### src/rtl/alu_exec_unit.sv
`default_nettype none
// +----------------------------------------------------------------------------+
// | Module      : alu_exec_unit                                                |
// | Description : ALU execution unit with valid/ready handshakes, an iterative |
// |               shift-add MUL/MAC and a MAC accumulator. Defining            |
// |               ALU_MUL_FAST_EN swaps in a single-cycle multiplier.          |
// | Revision    : 1.0 - initial release                                        |
// +----------------------------------------------------------------------------+
module alu_exec_unit #(
    parameter int WIDTH = 64
) (
    input  logic             CLK,
    input  logic             RESET,
    input  logic             In_Valid,
    output logic             In_Ready,
    input  logic [3:0]       ALU_Ctrl,
    input  logic [WIDTH-1:0] Operand_A,
    input  logic [WIDTH-1:0] Operand_B,
    input  logic             Acc_Clear,
    output logic             Out_Valid,
    input  logic             Out_Ready,
    output logic [WIDTH-1:0] Result,
    output logic             Zero,
    output logic             Illegal
);

    localparam logic [3:0] c_op_and   = 4'b0000;
    localparam logic [3:0] c_op_orr   = 4'b0001;
    localparam logic [3:0] c_op_add   = 4'b0010;
    localparam logic [3:0] c_op_mul   = 4'b0100;
    localparam logic [3:0] c_op_mov   = 4'b0101;
    localparam logic [3:0] c_op_sub   = 4'b0110;
    localparam logic [3:0] c_op_passb = 4'b0111;
    localparam logic [3:0] c_op_mac   = 4'b1000;

    logic             w_accept;
    logic             w_is_mul;
    logic             w_is_mac;
    logic             w_illegal;
    logic [WIDTH-1:0] w_simple;
    logic [WIDTH-1:0] w_product;
    logic [WIDTH-1:0] w_mac_new;
    logic             w_done;
    logic             w_done_mac;
    logic             w_done_illegal;
    logic [WIDTH-1:0] w_done_result;
    logic [WIDTH-1:0] r_acc;

    // Unknown or X codes fall into the default arm and are flagged illegal.
    always_comb begin
        w_is_mul  = 1'b0;
        w_is_mac  = 1'b0;
        w_illegal = 1'b0;
        w_simple  = {WIDTH{1'b0}};
        case (ALU_Ctrl)
            c_op_and:   w_simple = Operand_A & Operand_B;
            c_op_orr:   w_simple = Operand_A | Operand_B;
            c_op_add:   w_simple = Operand_A + Operand_B;
            c_op_sub:   w_simple = Operand_A - Operand_B;
            c_op_mov:   w_simple = Operand_B;
            c_op_passb: w_simple = Operand_B;
            c_op_mul:   w_is_mul = 1'b1;
            c_op_mac: begin
                w_is_mul = 1'b1;
                w_is_mac = 1'b1;
            end
            default:    w_illegal = 1'b1;
        endcase
    end

    // A clear landing on the MAC completion edge zeroes the old value first.
    assign w_mac_new = (Acc_Clear ? {WIDTH{1'b0}} : r_acc) + w_product;

`ifdef ALU_MUL_FAST_EN

    assign In_Ready       = !Out_Valid || Out_Ready;
    assign w_accept       = In_Valid && In_Ready;
    assign w_product      = Operand_A * Operand_B;
    assign w_done         = w_accept;
    assign w_done_mac     = w_accept && w_is_mac;
    assign w_done_illegal = w_illegal;
    assign w_done_result  = w_is_mul ? (w_is_mac ? w_mac_new : w_product) : w_simple;

`else

    localparam int         CW         = (WIDTH > 2) ? $clog2(WIDTH) : 1;
    localparam logic [CW-1:0] c_cnt_last = CW'(WIDTH - 1);
    localparam logic [0:0] S_IDLE     = 1'b0;
    localparam logic [0:0] S_MUL      = 1'b1;

    logic [0:0]       r_state;
    logic [0:0]       w_state_nxt;
    logic [CW-1:0]    r_cnt;
    logic [WIDTH-1:0] r_mcand;
    logic [WIDTH-1:0] r_mplier;
    logic [WIDTH-1:0] r_prod;
    logic             r_mac_op;
    logic [WIDTH-1:0] w_prod_step;
    logic             w_mul_last;

    always_ff @(posedge CLK or posedge RESET) begin
        if (RESET) begin
            r_state <= S_IDLE;
        end else begin
            r_state <= w_state_nxt;
        end
    end

    always_comb begin
        w_state_nxt = r_state;
        case (r_state)
            S_IDLE:  if (w_accept && w_is_mul) w_state_nxt = S_MUL;
            S_MUL:   if (r_cnt == c_cnt_last)  w_state_nxt = S_IDLE;
            default: w_state_nxt = S_IDLE;
        endcase
    end

    always_comb begin
        In_Ready = (r_state == S_IDLE) && (!Out_Valid || Out_Ready);
    end

    assign w_accept    = In_Valid && In_Ready;
    assign w_mul_last  = (r_state == S_MUL) && (r_cnt == c_cnt_last);
    assign w_prod_step = r_prod + (r_mplier[0] ? r_mcand : {WIDTH{1'b0}});
    assign w_product   = w_prod_step;

    // One multiplier bit per cycle; the last step's sum is the full product.
    always_ff @(posedge CLK or posedge RESET) begin
        if (RESET) begin
            r_cnt    <= {CW{1'b0}};
            r_mcand  <= {WIDTH{1'b0}};
            r_mplier <= {WIDTH{1'b0}};
            r_prod   <= {WIDTH{1'b0}};
            r_mac_op <= 1'b0;
        end else if (w_accept && w_is_mul) begin
            r_cnt    <= {CW{1'b0}};
            r_mcand  <= Operand_A;
            r_mplier <= Operand_B;
            r_prod   <= {WIDTH{1'b0}};
            r_mac_op <= w_is_mac;
        end else if (r_state == S_MUL) begin
            r_cnt    <= r_cnt + CW'(1);
            r_mcand  <= r_mcand << 1;
            r_mplier <= r_mplier >> 1;
            r_prod   <= w_prod_step;
        end
    end

    assign w_done         = (w_accept && !w_is_mul) || w_mul_last;
    assign w_done_mac     = w_mul_last && r_mac_op;
    assign w_done_illegal = w_mul_last ? 1'b0 : w_illegal;
    assign w_done_result  = w_mul_last ? (r_mac_op ? w_mac_new : w_product) : w_simple;

`endif

    always_ff @(posedge CLK or posedge RESET) begin
        if (RESET) begin
            Out_Valid <= 1'b0;
            Result    <= {WIDTH{1'b0}};
            Zero      <= 1'b0;
            Illegal   <= 1'b0;
            r_acc     <= {WIDTH{1'b0}};
        end else begin
            if (w_done) begin
                Out_Valid <= 1'b1;
                Result    <= w_done_result;
                Zero      <= (w_done_result == {WIDTH{1'b0}});
                Illegal   <= w_done_illegal;
            end else if (Out_Ready) begin
                Out_Valid <= 1'b0;
            end
            if (w_done_mac) begin
                r_acc <= w_mac_new;
            end else if (Acc_Clear) begin
                r_acc <= {WIDTH{1'b0}};
            end
        end
    end

endmodule
`default_nettype wire

### config.mk
export PLATFORM = sky130hd
export DESIGN_NAME = alu_exec_unit
export DESIGN_NICKNAME = d
export VERILOG_FILES = /design/src/rtl/alu_exec_unit.sv
export SDC_FILE = /design/constraint.sdc
export NUM_CORES = 1
export LEC_CHECK = 0
export CORE_MARGIN = 2
export CORE_UTILIZATION = 45
export DETAILED_ROUTE_END_ITERATION = 16
export DONT_BUFFER_PORTS = 1
export MAX_ROUTING_LAYER = met4
export PLACE_DENSITY_LB_ADDON = 0.08
export SKIP_CTS_REPAIR_TIMING = 1
export SYNTH_ARGS = -nofsm -noshare
export SYNTH_HDL_FRONTEND = slang
export SYNTH_SLANG_ARGS = --single-unit
export TNS_END_PERCENT = 50
### constraint.sdc
create_clock -name CLK -period 11.3 [get_ports CLK]
set_input_delay 2.26 -clock CLK [delete_from_list [all_inputs] [get_ports CLK]]
set_output_delay 2.26 -clock CLK [all_outputs]
set_load 0.02 [all_outputs]
==> flow_summary.yaml <==
worst_setup_path:
  cp-endpoint: "Zero"
  crit_start: "ALU_Ctrl[1]"
  r2r_setup_slack_ns: 2.36
  r2r-end: "Result[62]"
  cp-start-kind: "input pin"
  cp_max_fo: 24
  worstRegToRegCells: 26
  crit_type: "input pin to flip-flop"
  worstPathRequired_ns: 11.81
  endpoint_kind: "flip-flop"
  rr_startpoint: "r_mplier[0]"
  cp.arrival_ns: 9.76
finish:
  final_util_pct: 48.6
  instances_no_fill: 4656
  fin_area_mm2: 0.0326
  mostFrequentLayoutCell: "nand2_1"
  drive_gt1_share_pct: 5.61
  areaGrowthSynthToFinish_pct: 6.98
  final_nets: 4077
  final_cell_mix: "669 x nand2_1, 330 x dfrtp_1, 284 x a21oi_1"
route:
  detail-route-antenna-nets: 0
  drtIter0Drc: 3382
  drt_pass1_iterations: 7
  vias: 29700
  wl_mm: 120
  wl_per_cell_um: 25.7
  drcViolationCount: 0
  vias_per_cell: 6.38
clock_tree:
  worstSkewPairLatency_ns: 0.59
  cts_tree: "yes"
  clock_path_buffers: 3
  clock_sinks: 331
  clk_pin_slew_worst_paths_ns: 0.07
  cts_buffers: 43
  cts_max_level: 2
  clock-root-buffer: "clkbuf_16"
hold_path:
  worstHoldPathType: "flip-flop to flip-flop"
global_route:
  globalRouteOverflowTotal: 0
  track_usage_pct: 34.3
  grt_max_degree: 205
  grt_first_pass_wirelength_mm: 177
  first_global_vias: 26900
  grt_antenna_before_repair: 4
timing:
  hold_violations: 0
  rsz0062_at_grt: "no"
  final.setup.tns_ns: 0
  hold_ws_ns: 0.475
  finalWorstSetupSlack_ns: 2.04
  period_minus_slack_ns: 9.26
  timing.final.crit_share_pct: 81.9
  finClkSkew_ns: 0.0153
  maxSlewHeadroom_pct: 14.5
  tightest_slew_ns: 1.27
  finalMaxSlewViolations: 0
  max_freq_mhz: 108
  setup_viol: 0
placed_design:
  io_buffers: 0
  dp_cells: 4574
  dp_worst_setup_slack_ns: 1.58
  gp_congestion: 1.04
  dpl-instance-area_mm2: 0.0310
  post-dp-hpwl_mm: 92.4
power:
  p_per_area_mw_per_mm2: 194
  p_leak_nw: 15.0
  totalPowerFinal_mw: 6.33
  peakVddDrop_mv: 0.220
logic_synthesis:
  syn-num-nets: 4236
  syn_area_mm2: 0.0304
  yosysTopAreaCell: "dfrtp_1"
  synth.avg_cell_area_um2: 7.79
  synth_edf_count: 0
  netlist_top_cells_area: "dfrtp_1 27%, nand2_1 8.3%, ha_1 7.9%"
  synth-async-reset-ratio_pct: 100
  synth_top_area_share_pct: 27.2
  yosys.cell_types.count: 92
  yosysWarningCount: 0
  syn_inst: 3905
  ys_seq_area_share_pct: 27.2
  synth_ff_type: "dfrtp_1"
  yosys_register_bits: 331
floorplanning:
  dieArea_mm2: 0.0697
  core_area_mm2: 0.0670
  die_h_um: 264
  die_x_um: 264
  row_count: 95
  initial_utilization_pct: 45.4
  io_pins: 205
flow_run:
  cap_viol_max_count: 0
run_status:
  status: "finished, final reports clean"
-- layout make-up --
class | instances | area [µm²]
fillers | 6763 | 34500
multi-input cells | 3253 | 21000
flip-flops and latches | 331 | 8290
clock buffers | 60 | 1270
well taps | 873 | 1090
repair buffers | 43 | 348
clock inverters | 19 | 294
inverters | 74 | 282
diodes | 3 | 7.51
-- synthesized netlist by cell type, drive strengths merged (18+ instances only) --
master and n:
a211oi 29, a21o 149, a21oi 286, a221oi 23, a22oi 179, a31oi 45
and2 86, and3 20, and4 20, buf 58, clkbuf 189, dfrtp 331
ha 191, inv 73, mux2 24, mux2i 19, nand2 671, nand2b 30
nand3 59, nand4 53, nor2 264, nor2b 105, nor3 57, nor4 22
o211ai 28, o21a 40, o21ai 233, o21bai 23, o22ai 18, o31ai 26
or3 28, xnor2 165, xor2 103
-- worst min-delay path by stage --
stage / endpoint / cells past startpoint / startpoint / slack [ns]
after CTS: r_mplier[9] / 2 / r_mplier[9] / 0.48
final: r_mplier[13] / 2 / r_mplier[13] / 0.48
after global routing: r_mplier[35] / 2 / r_mplier[35] / 0.50
after floorplan: r_mcand[63] / 2 / r_mcand[63] / 0.45
after global placement: r_mplier[47] / 2 / r_mplier[47] / 0.46
after detailed placement: r_mplier[30] / 2 / r_mplier[30] / 0.46
-- kinds of logic (layout without fill, tap and decap cells) --
| logic type | Yosys count | in the layout | share of synthesized area [%] |
|---|---|---|---|
| AND/OR/NAND/NOR | 1469 | 1469 | 22.6 |
| XOR/XNOR | 275 | 275 | 8.23 |
| adder cells (fa/ha/maj) | 210 | 210 | 8.58 |
| multiplexers | 43 | 43 | 1.51 |
| AO/OA/AOI/OAI | 1256 | 1256 | 27.8 |
| flip-flops | 331 | 331 | 27.2 |
| buffers and inverters | 321 | 196 | 4.07 |
| other | 0 | 3 | 0 |
-- sequential cells by signal, summed over array words and instances (netlist names) --
| signal | flops |
|---|---|
| r_prod | 64 |
| Zero | 1 |
| r_mac_op | 1 |
| r_cnt | 6 |
| Out_Valid | 1 |
| r_mcand | 64 |
| Result | 64 |
| r_state | 1 |
| Illegal | 1 |
| r_acc | 64 |
| r_mplier | 64 |
-- critical path: stages --
cell and delay, ns:
clkinv_1 0.50, nor3_1 0.97, and2_1 0.26, buf_4 0.32, a21oi_1 0.11, xnor2_1 0.17, ha_1 0.44, and2_1 0.24
nand4_1 0.12, a2111o_1 0.42, a41oi_1 0.43, xor2_1 0.16, a221oi_1 0.34, a21bo_2 0.26, or3_1 0.37, nor4_1 0.28
nand4_1 0.18, nor4bb_1 0.34, nor4bb_1 0.58, nand4_1 0.27, nor4_1 0.34, nand4_1 0.16, o31ai_2 0.23
-- routing by layer --
layer,wire [µm],GRT usage [%],up-vias
met3,14400,10.3,164
met5,0,-,-
met4,3670,9.66,0
li1,-,-,13800
met2,43800,42.0,1430
met1,57900,52.7,14200
-- where the power goes --
group	internal, mW	leakage, nW	switching (mW)
Clock	0.949	0.768	0.598
Combinational	0.944	9.87	1.79
Sequential	1.58	4.34	0.469
Total	3.47	15.0	2.86
Note: power is estimated with default switching activity, not from simulation.
